--- config.mk ---
export PLATFORM = sky130hd
export DESIGN_NAME = d_hazard_scoreboard
export DESIGN_NICKNAME = d
export VERILOG_FILES = /design/src/rtl/pipe_pkg.sv /design/src/rtl/sb_port_match.sv /design/src/rtl/d_hazard_scoreboard.sv
export SDC_FILE = /design/constraint.sdc
export NUM_CORES = 1
export LEC_CHECK = 0
export BUFFER_PORTS_ARGS = -buffer_cell sky130_fd_sc_hd__buf_2
export CORE_UTILIZATION = 52
export CTS_BUF_LIST = sky130_fd_sc_hd__clkbuf_16
export CTS_CLUSTER_SIZE = 40
export DETAILED_ROUTE_END_ITERATION = 12
export PLACE_DENSITY = 0.85
export SYNTH_ARGS = -nofsm -noshare
export SYNTH_HDL_FRONTEND = slang
export SYNTH_HIERARCHICAL = 1
export SYNTH_SLANG_ARGS = --single-unit
--- constraint.sdc ---
create_clock -name clk -period 3.59 [get_ports clk]
set_clock_uncertainty 0.1 [all_clocks]
set_input_delay 0.359 -clock clk [delete_from_list [all_inputs] [get_ports clk]]
set_output_delay 0.359 -clock clk [all_outputs]
set_load 0.1 [all_outputs]
--- src/rtl/pipe_pkg.sv ---
// Shared pipeline definitions: stage indices, GRF address / Tnew widths,
// the scoreboard entry record and the saturating Tnew decrement.
package pipe_pkg;

    localparam int STG_D = 0;
    localparam int STG_E = 1;
    localparam int STG_M = 2;
    localparam int STG_W = 3;

    localparam int AW = 5;
    localparam int TW = 2;

    typedef struct packed {
        logic          valid;
        logic [AW-1:0] addr;
        logic [TW-1:0] tnew;
    } sb_entry_t;

    function automatic logic [TW-1:0] sat_dec(input logic [TW-1:0] t);
        return (t == '0) ? t : t - TW'(1);
    endfunction

endpackage

--- src/rtl/sb_port_match.sv ---
// One D-stage read port: youngest in-flight writer match, hazard and forward select.
// Optional GRF_WB_BYPASS_EN: a match in the last stage reads through the GRF (fwd 0).
module sb_port_match
    import pipe_pkg::*;
#(
    parameter int DEPTH = 4,
    parameter int FSW   = $clog2(DEPTH)
) (
    input  sb_entry_t [DEPTH-1:1] entry,
    input  logic [AW-1:0]         raddr,
    input  logic                  rused,
    input  logic [TW-1:0]         tuse,
    output logic                  hazard,
    output logic [FSW-1:0]        fwd
);

    logic           hit;
    logic [FSW-1:0] hit_stg;
    logic [TW-1:0]  hit_tnew;

    // Scan oldest to youngest so the youngest (lowest stage) match wins.
    always_comb begin
        hit      = 1'b0;
        hit_stg  = '0;
        hit_tnew = '0;
        for (int k = DEPTH-1; k >= 1; k--) begin
            if (rused && raddr != '0 && entry[k].valid && entry[k].addr == raddr) begin
                hit      = 1'b1;
                hit_stg  = FSW'(k);
                hit_tnew = entry[k].tnew;
            end
        end
    end

    assign hazard = hit && (hit_tnew > tuse);

    always_comb begin
        fwd = '0;
        if (hit && hit_tnew == '0)
            fwd = hit_stg;
`ifdef GRF_WB_BYPASS_EN
        if (hit_stg == FSW'(DEPTH-1))
            fwd = '0;
`endif
    end

endmodule

--- src/rtl/d_hazard_scoreboard.sv ---
// Decode-stage hazard scoreboard: shift register of in-flight writers E..W,
// per-port match units and global stall. Option macro: GRF_WB_BYPASS_EN.
module d_hazard_scoreboard
    import pipe_pkg::*;
#(
    parameter  int NRD   = 2,
    parameter  int DEPTH = 4,
    localparam int FSW   = $clog2(DEPTH)
) (
    input  logic               clk,
    input  logic               reset,
    input  logic               d_valid,
    input  logic               d_regwrite,
    input  logic [AW-1:0]      d_waddr,
    input  logic [TW-1:0]      d_tnew,
    input  logic [NRD*AW-1:0]  d_raddr,
    input  logic [NRD-1:0]     d_rused,
    input  logic [NRD*TW-1:0]  d_tuse,
    input  logic               d_mdu_class,
    input  logic               mdu_busy,
    input  logic               flush,
    output logic               stall,
    output logic [NRD*FSW-1:0] fwd_sel
);

    sb_entry_t [DEPTH-1:1] entry;
    logic [NRD-1:0]        hazard;
    logic [NRD*FSW-1:0]    fwd_raw;

    for (genvar p = 0; p < NRD; p++) begin : g_port
        sb_port_match #(.DEPTH(DEPTH), .FSW(FSW)) u_match (
            .entry  (entry),
            .raddr  (d_raddr[p*AW +: AW]),
            .rused  (d_rused[p]),
            .tuse   (d_tuse[p*TW +: TW]),
            .hazard (hazard[p]),
            .fwd    (fwd_raw[p*FSW +: FSW])
        );
    end

    assign stall   = (|hazard) | (d_mdu_class & mdu_busy);
    assign fwd_sel = stall ? '0 : fwd_raw;

    // The last stage always takes the shifted entry, even on flush: it commits.
    always_ff @(posedge clk) begin
        if (reset) begin
            entry <= '0;
        end else begin
            entry[STG_E] <= '{valid: d_valid & d_regwrite & (d_waddr != '0) & ~stall & ~flush,
                              addr:  d_waddr,
                              tnew:  d_tnew};
            for (int k = 2; k <= DEPTH-1; k++) begin
                if (flush && k <= DEPTH-2)
                    entry[k] <= '0;
                else
                    entry[k] <= '{valid: entry[k-1].valid,
                                  addr:  entry[k-1].addr,
                                  tnew:  sat_dec(entry[k-1].tnew)};
            end
        end
    end

endmodule

Word level (Yosys, flattened, before mapping) --
Cells that the tools add are included. W data, S select, Z words.
Operators by class: add/subtract/negate cells 2, magnitude comparators 2, equality and inequality tests 6, muxes and demuxes 23, bitwise gates (word level) 8, reduce and logical (&&, ||, !) cells 27
Operators by type and width (count):
- $mux W2 | 16
- $eq A5 B5 Y1 | 6
- $logic_and A1 B1 Y1 | 18
- $reduce_bool A5 Y1 | 3
- $logic_not A2 Y1 | 4
- $mux W1 | 6
- $and A1 B1 Y1 | 5
- $gt A2 B2 Y1 | 2
- $mux W4 | 1
- $reduce_or A2 Y1 | 2
- $sub A2 B1 Y2 const B | 2
- $not A1 Y1 | 2
- $or A1 B1 Y1 | 1
Word-level totals: bits in registers 24, input bits 30, word-level logic and storage cells 77

Logic depth before layout (Yosys ltp) --
word-level depth 14, gate-level depth with buffers 11, gate-level depth less buffers 11

Cells and area by module --
Netlist, hierarchy kept.
By module, submodules not included:
- sb_port_match | times used 2, cells each 49, area an instance 359.1 µm², seq. area each 0.0 µm²
- d_hazard_scoreboard | times used 1, cells each 58, area an instance 709.4 µm², seq. area each 480.5 µm²

Worst setup path after synthesis --
Ideal clock, no wire load.
kind input -> output, from in d_raddr[6], to out fwd_sel[0], arrival 3.161 ns, required time 3.131 ns, slack -0.030 ns, stages on the path 10, path buffers 0, path through or4_4 > o21ai_2 > nor3_1 > a311o_1 > and2_1 > ha_1 > a21oi_1 > a211oi_1 > a211oi_2 > and2_1
Between the ends: word-level cells in the longest chain between the ends 12
RTL lines:
- from (decl) | line d_hazard_scoreboard.sv:16 | input logic [NRD*AW-1:0] d_raddr,
- $reduce_bool A5 Y1 | line sb_port_match.sv:27 | if (rused && raddr != '0 && entry[k].valid && entry[k].addr == raddr) begin
- $logic_and A1 B1 Y1 (3 in a row) | line sb_port_match.sv:27
- $mux W2 (3 in a row) | line sb_port_match.sv:27
- $gt A2 B2 Y1 | line sb_port_match.sv:35 | assign hazard = hit && (hit_tnew > tuse);
- $logic_and A1 B1 Y1 (*) | line sb_port_match.sv:35
- via hazard[1] | line d_hazard_scoreboard.sv:27 | logic [NRD-1:0] hazard;
- $reduce_or A2 Y1 (*) | line d_hazard_scoreboard.sv:41 | assign stall = (|hazard) | (d_mdu_class & mdu_busy);
- $or A1 B1 Y1 (*) | line d_hazard_scoreboard.sv:41
- $mux W4 (*) | line d_hazard_scoreboard.sv:42 | assign fwd_sel = stall ? '0 : fwd_raw;
- to (decl) | line d_hazard_scoreboard.sv:23 | output logic [NRD*FSW-1:0] fwd_sel
The timed path passes the listed nets; every way through them passes the cells marked *.

Worst setup path in the final report --
from in d_raddr[8], to out stall
Between the ends: word-level cells in the longest chain between the ends 11
RTL lines:
- $reduce_bool A5 Y1 | line sb_port_match.sv:27
- $logic_and A1 B1 Y1 (3 in a row) | line sb_port_match.sv:27
- $mux W2 (3 in a row) | line sb_port_match.sv:27
- $gt A2 B2 Y1 | line sb_port_match.sv:35
- $logic_and A1 B1 Y1 (*) | line sb_port_match.sv:35
- via hazard[1] | line d_hazard_scoreboard.sv:27
- $reduce_or A2 Y1 (*) | line d_hazard_scoreboard.sv:41
- $or A1 B1 Y1 (*) | line d_hazard_scoreboard.sv:41
- to (decl) | line d_hazard_scoreboard.sv:22 | output logic stall,
Marked as above.

==> impl_metrics.toml <==
[die]
ios = 35
die_w_um = 54.4
num_rows = 18
start_util = 0.561
die_h_um = 54.4
design.die.area_um2 = 2960
core_area_um2 = 2540

[clocking]
cts_root_buf = "clkbuf_16"
clk_path_buf_depth = 2
cts_tree = "built"
htreeDepth = 1
holdBufCountCts = 0
cts_num_sinks = 24
clk_pin_slew_worst_paths_ns = 0.05
cts_buffers = 3
worst_skew_pair.late_latency_ns = 0.25

[grt]
grt_pass1_wl_um = 5790
grt_max_degree = 19
grt_usage = 0.281
grt_antenna_before_repair = 0
grt_pass1_vias = 1305
grt.overflow.total = 0

[place]
dp_worst_setup_slack_ns = -0.0381
place_congestion = 0.867
dp.cells = 223
dpl.hpwl_um = 2860
port-buffer-count = 34

[run]
max-cap-violations = 0

[synthesis]
synth_nets = 190
synth.distinct_cells = 32
synthTopCellsByArea = "dfxtp_1 34%, xnor2_1 18%, and2_1 5.3%, nor2b_1 5.3%, ha_1 3.5%"
yosysTopAreaCellShare = 0.337
netlist_area_um2 = 1430
ys_ff_latch = 24
avgSynthCellArea_um2 = 9.15
synth_area_leader_cell = "dfxtp_1"
ys_warn_count = 6
synth_seq_area_share = 0.337
synthCells = 156

[routing]
wl_met1_um = 1630
wl_met2_um = 2160
drt-initial-drc-count = 32
vias = 1353
highest_layer = "met4"
viasPerCell = 5.88
wl_met3_um = 183
first_pass_iters = 4
ant_nets = 0
wirelength_um = 4010
drc_errors = 0
wl_per_cell_um = 17.4

[finish]
largest-register = "entry"
finalNetCount = 236
syn2layout_area_growth_pct = 38.1
utilization = 0.775
drive_above_1_share = 0.390
fin_cells = 230
antennaDiodeCount = 0
fillers = 166
reg_top3 = "entry: 24 flops"
largest_reg_flops = 24

[power]
seqPwrFrac = 0.463
vdd_drop_max_uv = 373
finalPower_uw = 610
power_leakage_uw = 0.000727
swShare = 0.237
p_sw_uw = 145
p_int_uw = 465
clkPwrFrac = 0.380
p_comb_frac = 0.157
power_density_nw_per_um2 = 309

[worst_setup_path]
path_cells = "buf_2, or4_4, o21ai_4, nor3_2, a311o_1, and2_4, ha_4, a21oi_2, a211oi_1, a211oi_2, buf_4, inv_1, buf_4"
endpoint_kind = "output port"
crit_arrival_ns = 3.08
timing.critical_path.slowest_stage_cell = "or4_4"
path_max_fanout = 6
worstPathRequired_ns = 3.13
startpoint = "d_raddr[8]"
cpPeakStageDelay_ns = 0.59
path_common_cell = "buf_4"
regToRegStartpoint = "entry[12]"
critPathKind = "input pin to output port"
start_kind = "input pin"

[worst_hold_path]
hold_start = "flush"
hp-class = "input pin to register"

[timing]
period_needed_ns = 3.54
setup_viol = 0
max_freq_ghz = 0.282
setup_ws_ns = 0.0467
finalHoldViolCount = 0
slew_headroom = 0.712
tightest_slew_ns = 0.430
slew_viol_final = 0
finalCritPeriodShare = 0.987

[outcome]
outcome = "complete, no violations"
layout by cell type, fill, tap and decap left out, types with 3 or more instances in the layout:
cell / count
buf_12: 4
and2_4: 6
xnor2_1: 28
dfxtp_1: 21
buf_2: 29
nand4_1: 6
or2b_1: 4
inv_1: 9
clkbuf_16: 3
nor2_1: 5
nor3_1: 6
nand2_1: 5
nor3_2: 3
buf_4: 9
nor2b_1: 12
and2_1: 6
worst paths after layout:
kind / endpoint / slack [ns] / depth (start not counted)
hold reg to reg: entry[16] / 0.39 / 1
hold / removal: entry[8] / 0.21 / 2
setup / recovery: stall / 0.05 / 13
setup reg to reg: entry[7] / 0.86 / 11
stage by stage:
| step | cell area, um^2 | TNS (ns) | hold WS, ns |
|---|---|---|---|
| 2_1_floorplan | 1430 | 0 | 0.324 |
| 6_report | 1970 | 0 | 0.206 |
| 5_1_grt | 1970 | -0.127 | 0.221 |
| 4_1_cts | 1830 | 0 | 0.208 |
| 3_5_place_dp | 1730 | -0.138 | 0.375 |
| 3_3_place_gp | 1730 | 0 | 0.363 |
synthesized netlist by cell type:
library cell   n
nor3_1        10
ha_1           4
a221oi_1       2
a311o_2        2
or2_2          2
inv_1          9
or4_1          1
nand2_1        6
nand4_1        6
nor4_1         2
a211oi_2       1
nor2_1         5
a211oi_1       2
and3b_1        1
a21oi_1        4
nor4bb_1       1
or4_4          2
and2_1        12
and3_1         1
nor3b_1        1
a311o_1        2
nor2b_1       12
o211a_1        1
o2111ai_2      2
or2b_1         4
clkbuf_1       1
dfxtp_1       24
xnor2_1       30
o21ai_2        2
a31o_1         2
nor2b_2        1
nor4b_1        1
worst max-delay path: cells and delay by family:
kind | cells | cell delay, ns
AOI/OAI and AO/OA | 5 | 0.97
and+or+nand+nor | 3 | 0.84
buffers and inverters | 4 | 0.66
adders and majority gates | 1 | 0.26
power groups by stage:
stage	Sequential, uW	Combinational [uW]	Clock [uW]
after floorplan	285	45.6	0
final	283	95.5	232
after global routing	283	102	248
after global placement	287	76.1	0
after CTS	283	84.7	232
after detailed placement	288	81.3	0
per-layer routing:
layer	GRT usage	vias to the layer above
met5	0	-
met4	0.107	0
met3	0.0361	6
met2	0.524	53
met1	0.319	656
li1	-	638
final cells by class:
| type | count | area [um^2] | share of cell area |
|---|---|---|---|
| Clock buffer | 3 | 75.1 | 0.0381 |
| Multi-Input combinational cell | 122 | 1050 | 0.530 |
| Timing Repair Buffer | 42 | 293 | 0.148 |
| Tap cell | 30 | 37.5 | 0.0190 |
| Sequential cell | 24 | 487 | 0.247 |
| Inverter | 9 | 33.8 | 0.0171 |
what timing repair did:
| action | CTS | global route |
|---|---|---|
| resized for setup | 4 | 25 |
| endpoints found under the setup margin | 5 | 5 |
| pin swaps | 2 | 12 |
| setup buffers | 2 | 2 |
cells by family after synthesis:
group / Yosys count / share of synthesized area
compound gates: 20 / 0.128
flops: 24 / 0.337
xor+xnor: 30 / 0.184
simple gates: 68 / 0.290
buf+inv: 10 / 0.0263
fa+ha+maj: 4 / 0.0351
No activity file was read; power rests on OpenSTA's default activity.
